[src/rtl/modn_counter.sv]
// ---------------------------------------------------------------------------
// modn_counter
//
// Parametrised modulo-N up/down counter for the timekeeping datapath
// (sec -> min -> hour). It steps on qualified ticks, supports synchronous
// clear and range-checked load, and produces same-cycle carry/borrow strobes
// so that chained instances step on the same clock edge.
//
// Parameters:
//   MODULUS    count range 0..MODULUS-1 (2 .. 2^WIDTH)
//   WIDTH      count width
//   RESET_VAL  count value after reset (< MODULUS)
//
// Ports:
//   clk       in   clock, rising edge
//   rst_n     in   asynchronous active-low reset
//   en        in   count enable
//   tick      in   single-cycle step strobe
//   up        in   1 = increment, 0 = decrement (taken per step)
//   clear     in   synchronous clear to 0 (highest priority)
//   load      in   synchronous load of load_val
//   load_val  in   value to load, WIDTH bits
//   count     out  registered count value
//   carry     out  combinational: stepping up from MODULUS-1 this cycle
//   borrow    out  combinational: stepping down from 0 this cycle
//   load_err  out  registered one-cycle pulse after an out-of-range load
//   bcd_tens  out  registered tens digit of count  (MODN_BCD_OUT_EN only)
//   bcd_ones  out  registered ones digit of count  (MODN_BCD_OUT_EN only)
//
// Optional feature macro: MODN_BCD_OUT_EN adds the BCD digit outputs,
// registered from the next-state count so they stay aligned with count.
// ---------------------------------------------------------------------------
module modn_counter #(
    parameter int MODULUS   = 60,
    parameter int WIDTH     = 6,
    parameter int RESET_VAL = 0
) (
    input  logic             clk,
    input  logic             rst_n,
    input  logic             en,
    input  logic             tick,
    input  logic             up,
    input  logic             clear,
    input  logic             load,
    input  logic [WIDTH-1:0] load_val,
    output logic [WIDTH-1:0] count,
    output logic             carry,
    output logic             borrow,
    output logic             load_err
`ifdef MODN_BCD_OUT_EN
    ,
    output logic [3:0]       bcd_tens,
    output logic [3:0]       bcd_ones
`endif
);

    // Elaboration-time parameter sanity checks.
    generate
        if (MODULUS < 2 || MODULUS > (1 << WIDTH)) begin : g_bad_modulus
            $error("modn_counter: MODULUS must lie in 2 .. 2^WIDTH");
        end
        if (RESET_VAL < 0 || RESET_VAL >= MODULUS) begin : g_bad_reset_val
            $error("modn_counter: RESET_VAL must be below MODULUS");
        end
`ifdef MODN_BCD_OUT_EN
        if (MODULUS > 100) begin : g_bad_bcd_modulus
            $error("modn_counter: BCD outputs need MODULUS <= 100");
        end
`endif
    endgenerate

    localparam logic [WIDTH-1:0] MAX_VAL  = WIDTH'(MODULUS - 1);
    localparam logic [WIDTH-1:0] RST_VAL  = WIDTH'(RESET_VAL);
    // Compared at WIDTH+1 bits so MODULUS == 2^WIDTH is representable.
    localparam logic [WIDTH:0]   MOD_EXT  = (WIDTH + 1)'(MODULUS);
    localparam logic [WIDTH:0]   MAX_EXT  = {1'b0, MAX_VAL};

    logic [WIDTH-1:0] count_reg;
    logic [WIDTH-1:0] count_next;
    logic             load_err_reg;
    logic             load_err_next;

    logic             step;
    logic             at_max;
    logic             at_zero;
    logic             load_ok;
    logic [WIDTH:0]   count_ext;
    logic [WIDTH:0]   load_ext;

    assign count_ext = {1'b0, count_reg};
    assign load_ext  = {1'b0, load_val};

    // clear and load both pre-empt a step, which also silences carry/borrow.
    assign step    = en & tick & ~clear & ~load;
    assign at_max  = (count_ext == MAX_EXT);
    assign at_zero = (count_reg == '0);
    assign load_ok = (load_ext < MOD_EXT);

    assign carry   = step &  up & at_max;
    assign borrow  = step & ~up & at_zero;

    // Wrap is selected explicitly at the range ends, so the +/-1 below never
    // overflows the WIDTH-bit register for any legal MODULUS.
    always_comb begin
        count_next    = count_reg;
        load_err_next = 1'b0;
        if (clear) begin
            count_next = '0;
        end else if (load) begin
            if (load_ok) begin
                count_next = load_val;
            end else begin
                count_next    = MAX_VAL;
                load_err_next = 1'b1;
            end
        end else if (step) begin
            if (up) begin
                count_next = at_max ? '0 : count_reg + WIDTH'(1);
            end else begin
                count_next = at_zero ? MAX_VAL : count_reg - WIDTH'(1);
            end
        end
    end

    always_ff @(posedge clk or negedge rst_n) begin
        if (!rst_n) begin
            count_reg    <= RST_VAL;
            load_err_reg <= 1'b0;
        end else begin
            count_reg    <= count_next;
            load_err_reg <= load_err_next;
        end
    end

    assign count    = count_reg;
    assign load_err = load_err_reg;

`ifdef MODN_BCD_OUT_EN
    localparam logic [3:0] RST_TENS = 4'(RESET_VAL / 10);
    localparam logic [3:0] RST_ONES = 4'(RESET_VAL % 10);

    logic [3:0]  bcd_tens_reg;
    logic [3:0]  bcd_ones_reg;
    logic [3:0]  bcd_tens_next;
    logic [3:0]  bcd_ones_next;
    int unsigned count_next_int;

    // Digits derived from the next-state count keep them aligned with count.
    always_comb begin
        count_next_int = 32'(count_next);
        bcd_tens_next  = 4'(count_next_int / 10);
        bcd_ones_next  = 4'(count_next_int % 10);
    end

    always_ff @(posedge clk or negedge rst_n) begin
        if (!rst_n) begin
            bcd_tens_reg <= RST_TENS;
            bcd_ones_reg <= RST_ONES;
        end else begin
            bcd_tens_reg <= bcd_tens_next;
            bcd_ones_reg <= bcd_ones_next;
        end
    end

    assign bcd_tens = bcd_tens_reg;
    assign bcd_ones = bcd_ones_reg;
`endif

endmodule

[config.mk]
export PLATFORM = sky130hd
export DESIGN_NAME = modn_counter
export DESIGN_NICKNAME = d
export VERILOG_FILES = /design/src/rtl/modn_counter.sv
export SDC_FILE = /design/constraint.sdc
export NUM_CORES = 1
export LEC_CHECK = 0
export BUFFER_PORTS_ARGS = -buffer_cell sky130_fd_sc_hd__buf_4
export CAP_MARGIN = 20
export CORE_UTILIZATION = 43
export CTS_CLUSTER_SIZE = 10
export DETAILED_ROUTE_END_ITERATION = 8
export PLACE_DENSITY = 0.82
export SLEW_MARGIN = 20
export SYNTH_ARGS = -nofsm -noshare
export SYNTH_HDL_FRONTEND = slang
export SYNTH_SLANG_ARGS = --single-unit
[constraint.sdc]
create_clock -name clk -period 1.4 [get_ports clk]
set_input_delay 0.28 -clock clk [delete_from_list [all_inputs] [get_ports clk]]
set_output_delay 0.28 -clock clk [all_outputs]
set_load 0.02 [all_outputs]
* Yosys cells after proc, flatten, opt, wreduce, memory -nomap -nowiden
Index checks and enable logic that the tools add are counted.
** Word-level totals
- Register bits after elaboration :: 7
- Latch bits :: 0
- RAM bits :: 0
- Bits in read-only memories :: 0
- Bits of input ports :: 13
- Output and inout port bits :: 9
- Logic and storage cells :: 28
- Memories kept :: 0
** Operators by class
- $add $sub $neg :: 2
- Multipliers :: 0
- Div/mod/pow operators :: 0
- $lt $le $gt $ge :: 1
- Eq/ne operators :: 1
- Shifts and indexed selects :: 0
- Muxes and demuxes :: 10
- Bitwise logic cells :: 10
- Reductions and logical operators :: 2
** Operator list (count)
- $mux W6 :: 7
- $and A1 B1 Y1 :: 7
- $add A6 B1 Y6 const B :: 1
- $eq A6 B6 Y1 const B :: 1
- $logic_not A6 Y1 :: 1
- $lt A6 B6 Y1 const B :: 1
- $sub A6 B1 Y6 const B :: 1
- $mux W1 :: 3
- $not A1 Y1 :: 3
- $reduce_bool A3 Y1 :: 1

* Logic depth before layout (Yosys ltp)
Gate-level depths: netlist of run 1.
- Word-level depth :: 6
- Mapped depth :: 6
- Mapped depth without buffers :: 6

* Worst setup path before layout of run 1
OpenSTA, ideal clock, no wires.
- Kind :: register to output
- From :: register count_reg[0], in the netlist count[0]
- To :: output carry
- Arrival time :: 1.532 ns
- Data required time :: 1.120 ns
- Slack :: -0.412 ns
- Stages on the path, launching flop included :: 5
- Path buffers :: 0
- Cells stage by stage :: dfrtp_1 -> ha_1 -> nand4_1 -> or3_1 -> nor2_1
** Between the ends
- Word-level cells in the longest chain between the ends :: 2
** Ends and longest elaborated chain
- start: declaration :: RTL line 78 : logic [WIDTH-1:0] count_reg;
- start signal: assignment :: RTL line 130 : count_reg <= count_next;
- $eq A6 B6 Y1 :: RTL line 95 : assign at_max = (count_ext == MAX_EXT);
- $and A1 B1 Y1 :: RTL line 99 : assign carry = step & up & at_max;
- end: declaration :: RTL line 47 : output logic carry,
No other way between the ends.

* Worst setup path after layout of run 1
- From :: register count_reg[1], in the netlist count[1]
- To :: output borrow
** Between the ends
- Word-level cells in the longest chain between the ends :: 2
** Ends and longest elaborated chain
- $logic_not A6 Y1 :: RTL line 96 : assign at_zero = (count_reg == '0);
- $and A1 B1 Y1 :: RTL line 100 : assign borrow = step & ~up & at_zero;
- end: declaration :: RTL line 48 : output logic borrow,
No other way between the ends.

==> impl_metrics.toml, run 1 <==
[yosys]
synth_area_per_cell_sq_um = 8.09
syn_inst = 80
synth_seq_area_share_pct = 27.1
ys_warn_count = 0
syn_nets = 96
synth_cell_types = 38
syn-cell-area_sq_um = 647
yosys_register_bits = 7

[status]
status = "complete, but fails checks"
violations = "setup timing"

[global_routing]
grt_max_degree = 10
grt_use_total_pct = 32.6
grt_pass1_wl_um = 3430
overflow = 0
grt_pass1_vias = 816
antenna_found_initial = 0

[layout]
drive_gt1_share_pct = 62.7
final_nets = 143
ff_latch_area_sq_um = 180
multi_input_area_sq_um = 577
layout_commonest_cell = "buf_4"
nFillCells = 63
fin_area_sq_um = 1220
instances_no_fill = 141
antenna_cells = 0
largest_reg_flops = 6
area_growth_pct = 88.2
layout_common_cells = "41 x buf_4, 7 x buf_6, 6 x nor2_1"

[power]
switchingPower_mw = 0.351
max-vdd-ir-drop_uv = 477
pwr-share-clk_pct = 20.5
finalPower_mw = 0.947
power_density_nw_per_um2 = 778
p_sw_share_pct = 37.1
internal-power_mw = 0.596
power_frac_comb_pct = 52.8
leakagePower_nw = 0.537
pwr-share-seq_pct = 26.6

[clock_tree]
clock_path_buffers = 2
cts_tree = "built"
worstSkewPairLatency_ns = 0.25
htreeDepth = 1
cts_buffers = 3
path_clk_slew_ns = 0.06
cts_sinks = 7
cts-root-buf = "clkbuf_4"

[worst_setup_path]
worstSetupPathType = "reg -> out"
crit_path_frequent_cell = "nor2b_4"
cp_max_fo = 3
slowest_delay_ns = 0.44
slowest_stage = "dfrtp_2"
cp_data_arrival_time_ns = 1.54
critPathRequiredTime_ns = 1.12
reg2reg_depth = 9
path_cells = "inv_2, ha_4, nor2b_4, and3_4, nor2b_4, buf_6"
reg2reg_from = "count[1]"
reg2reg_slack_ns = -0.34
start_kind = "flop"
end_kind = "output port"
rr_endpoint = "count[4]"

[routing]
vias = 914
avgRoutedWirePerCell_um = 20.3
vias_per_cell = 6.48
drcViolationCount = 0
drt_wl_total_um = 2860
ant_nets = 0
drt_iter0_drc = 32
drt-pass1-iter-count = 4

[die]
coreArea_sq_um = 1350
io_pins = 22
die_x_um = 40.8
num_rows = 13
initial_core_util_pct = 47.9
dieHeight_um = 40.8
die_area_sq_um = 1660

[placement]
gp_congestion = 0.871
hpwl_um = 1650
placed_cell_area_sq_um = 981
post-place-ws_ns = -0.220
dpl.cell_count = 127
io_buffers = 21

[run]
drv_cap = 0

[sta]
slew_violations = 0
fin_ws_ns = -0.421
hold_slack_ns = 0.255
maxSlewHeadroom_pct = 75.4
hold_viol = 0
rsz0062_at_grt = "yes"
finalClockSkew_ns = 0.00125
period_share_pct = 130
worst_pin_slew_ns = 0.365
fmax_mhz = 549
post-route-min-period_ns = 1.82
finalSetupViolCount = 8

[worst_hold_path]
hold_path_end = "count[2]"
worstHoldStart = "clear"
holdPathStages = 2
hold_path_class = "in -> reg"
[power by group through the flow]
| stage | Combinational, mW | Clock, mW | Sequential, mW |
|---|---|---|---|
| after floorplan | 0.186 | 0 | 0.268 |
| after global placement | 0.339 | 0 | 0.251 |
| after detailed placement | 0.350 | 0 | 0.253 |
| after CTS | 0.439 | 0.201 | 0.251 |
| after global routing | 0.526 | 0.211 | 0.255 |
| final | 0.500 | 0.194 | 0.252 |
[stage by stage]
step                      utilization (%)  TNS [ns]
final                                90.2     -1.93
after global routing                 90.2     -2.33
after CTS                            86.1     -1.90
after detailed placement             72.7     -1.07
after global placement               72.7    -0.706
after floorplan                         -    -0.582
[worst max-delay path, delay by kind of cell (launching register included)]
kind                       cells  cell delay, ns
buffers and inverters          2            0.23
and+or+nand+nor                3            0.47
adders and majority gates      1            0.15
DFF                            1            0.44
[synthesized netlist by cell type]
cell,number,area share [%]
a221oi_1,2,2.7
a32oi_1,1,1.4
or4_1,1,1.2
a31oi_1,1,0.97
o21ai_1,1,0.77
and4_1,1,1.4
nor2_1,7,4.1
inv_1,5,2.9
nor2b_1,2,1.9
and3_1,3,2.9
a21oi_1,2,1.5
nor3_2,1,1.5
o2111ai_1,1,1.4
o211ai_1,1,1.2
a221o_1,1,1.5
o311a_1,1,1.5
nand4_1,2,1.9
clkbuf_1,4,2.3
a22oi_1,2,2.3
dfrtp_1,7,27
nand2_1,5,2.9
a211oi_2,1,1.9
ha_1,3,5.8
xor2_1,1,1.4
o22ai_1,1,0.97
nand3_1,1,0.77
a22o_1,1,1.4
xnor2_1,4,5.4
nor3b_1,1,1.2
nand3_2,1,1.5
nor3_1,2,1.5
nand2b_1,3,2.9
o21ai_0,3,2.3
buf_2,2,1.5
or3_1,1,0.97
o41ai_1,2,2.7
o21bai_1,1,1.2
buf_4,1,1.2
[repair_timing]
| item | 4_1_cts | 5_1_grt |
|---|---|---|
| buffers inserted | 7 | 4 |
| endpoints found under the setup margin | 8 | 9 |
| hold endpoints to repair | 7 | 0 |
| resized for setup | 22 | 9 |
| hold buffers | 1 | 0 |
| pin swaps | 10 | 5 |
[how the worst max path moves through the flow]
stage          endpoint  slack (ns)  depth (start not counted)     start
6_report         borrow       -0.42                          6  count[1]
4_1_cts           carry       -0.42                          5  count[0]
3_3_place_gp   count[0]       -0.15                          6  count[1]
3_5_place_dp     borrow       -0.22                          6  count[1]
5_1_grt          borrow       -0.47                          6  count[1]
2_1_floorplan     carry       -0.14                          4  count[0]
[logic make-up (layout without fill, tap and decap cells)]
family / Yosys count / after routing / synth area share (%)
and+or+nand+nor: 31 / 31 / 26.7
adders and majority gates: 3 / 3 / 5.80
xor gates and xnor gates: 5 / 5 / 6.77
AOI/OAI and AO/OA: 22 / 22 / 25.7
buffers and inverters: 12 / 58 / 7.93
DFF: 7 / 7 / 27.1
[per-layer routing]
metal / share of wire (%) / global-route usage (%)
met4: 5.1 / 20.8
met1: 36 / 32.8
met5: 0 / 0
met2: 51 / 60.9
met3: 8.3 / 4.89
[final cells by class]
| cell class | count | area share, % |
|---|---|---|
| flip-flops and latches | 7 | 14.8 |
| multi-input cells | 61 | 47.4 |
| clock buffers | 4 | 2.16 |
| inverters | 5 | 1.54 |
| well taps | 15 | 1.54 |
| repair buffers | 49 | 32.6 |
Power figures use the tool's default switching activity.
==> run 2, diff against run 1 <==
CORE_UTILIZATION = 35   (was 43)
PLACE_DENSITY = 0.7   (was 0.82)
==> run 2 against run 1 <==
- the run still ends with setup timing left
- via count shrank 15%
- sequential share of layout area grew 1.0 points
- final cell count grew 5.7%
- clock skew grew 0.00051 ns
- utilization shrank 24 points
- critical path depth shrank 1
- critical path type unchanged
- highest routed layer unchanged
==> impl_metrics.toml, run 2 (synthesis results as in run 1) <==
[status]
status = "complete, but fails checks"
violations = "setup timing"

[layout]
final_nets = 141
utilization_pct = 65.9
layout_commonest_cell = "buf_4"
drive_gt1_share_pct = 55.6
largest_reg_flops = 6
layout_common_cells = "40 x buf_4, 6 x nor2_1, 6 x buf_6"
area_growth_pct = 76.0
antenna_cells = 0
fin_area_sq_um = 1140
instances_no_fill = 149

[worst_setup_path]
critPathRequiredTime_ns = 1.12
slowest_stage = "dfrtp_2"
worstSetupPathType = "reg -> out"
end_kind = "output port"
cp_max_fo = 3
cp_data_arrival_time_ns = 1.52
slowest_delay_ns = 0.40
path_cells = "ha_4, nand4_1, or3_4, nor2_4, buf_6"
reg2reg_slack_ns = -0.17
reg2reg_from = "count[0]"
rr_endpoint = "count[5]"
start_kind = "flop"
reg2reg_depth = 7

[worst_hold_path]
hold_path_end = "count[4]"
worstHoldStart = "load_val[4]"
hold_path_class = "in -> reg"
holdPathStages = 2

[routing]
drt-pass1-iter-count = 7
drcViolationCount = 0
avgRoutedWirePerCell_um = 13.9
vias_per_cell = 5.23
drt_wl_total_um = 2070
vias = 780
drt_iter0_drc = 12
ant_nets = 0

[placement]
dpl.cell_count = 139
gp_congestion = 0.766
io_buffers = 21
post-place-ws_ns = -0.204
hpwl_um = 1560
placed_cell_area_sq_um = 1010

[run]
drv_cap = 0

[global_routing]
top_usage_layer = "met2"
antenna_found_initial = 0
overflow = 0
grtUsageMet3_pct = 5.20
grt_pass1_vias = 783
globalRouteMet2Util_pct = 42.0
grt_max_degree = 10
grt_use_total_pct = 23.0
grt_use_met1_pct = 26.6
grt_pass1_wl_um = 3360

[clock_tree]
clock_path_buffers = 2
path_clk_slew_ns = 0.05
cts_sinks = 7
cts_buffers = 3
cts-root-buf = "clkbuf_4"
worstSkewPairLatency_ns = 0.26
cts_tree = "built"
htreeDepth = 1

[sta]
period_share_pct = 129
rsz0062_at_grt = "yes"
fmax_mhz = 554
finalSetupViolCount = 8
maxSlewHeadroom_pct = 78.9
finalClockSkew_ns = 0.00177
worst_pin_slew_ns = 0.316
fin_ws_ns = -0.405
post-route-min-period_ns = 1.80
slew_violations = 0
hold_viol = 0

[die]
dieHeight_um = 45.0
io_pins = 22
coreArea_sq_um = 1730
initial_core_util_pct = 37.5
die_x_um = 45.0
die_area_sq_um = 2020
num_rows = 15

[power]
power_density_nw_per_um2 = 754
leakagePower_nw = 0.509
max-vdd-ir-drop_uv = 693
-- run 2: changes by cell type in the layout (fill, tap and decap cells not counted), sizes merged --
| cell | change |
|---|---|
| buf | -2 |
-- run 2: critical path, delay by kind of cell (launching register included) --
family	cells	cell delay [ns]
adder cells (fa/ha/maj)	1	0.15
buffers and inverters	1	0.13
flip-flops	1	0.40
AND/OR/NAND/NOR	3	0.59
-- run 2: metal layers --
metal  share of wire, %  vias up  wire length [um]
met5                  0        -                 0
met4                2.0        0                42
met3                4.0        4                82
met2                 53       25              1110
met1                 40      371               838
li1                   -      380                 -
-- run 2: worst max-delay path by stage --
stage | depth (start not counted) | slack, ns | start | endpoint
global placement | 6 | -0.14 | count[0] | borrow
global route | 6 | -0.46 | count[0] | borrow
finish | 5 | -0.40 | count[0] | carry
detailed placement | 6 | -0.20 | count[0] | borrow
CTS | 6 | -0.41 | count[0] | borrow
floorplan | 4 | -0.14 | count[0] | carry
-- run 2: power by group --
group	switching, mW	leakage, nW	internal (mW)
logic	0.188	0.407	0.231
clock network	0.0789	0.0150	0.109
registers	0.0301	0.0867	0.221
total	0.297	0.509	0.561
-- run 2: what timing repair did --
action / CTS / global route
endpoints found under the setup margin: 7 / 9
hold buffers: 1 / 0
buffers inserted: 3 / 2
hold endpoints to repair: 7 / 0
pin swaps: 3 / 4
gates resized for setup: 15 / 2
-- run 2: stage by stage --
| step | setup TNS (ns) | power, mW | hold slack (ns) |
|---|---|---|---|
| final | -1.52 | 0.858 | 0.276 |
| after global routing | -2.01 | 0.907 | 0.269 |
| after CTS | -1.38 | 0.836 | 0.273 |
| after detailed placement | -0.830 | 0.604 | 0.0979 |
| after global placement | -0.660 | 0.598 | 0.0964 |
| after floorplan | -0.582 | 0.454 | -0.0156 |
-- run 2: area by class of cell --
type | instances | area [sq um]
clock buffers | 4 | 26.3
inverters | 5 | 18.8
multi-input cells | 61 | 504
flip-flops and latches | 7 | 180
fillers | 157 | 588
repair buffers | 47 | 378
well taps | 25 | 31.3
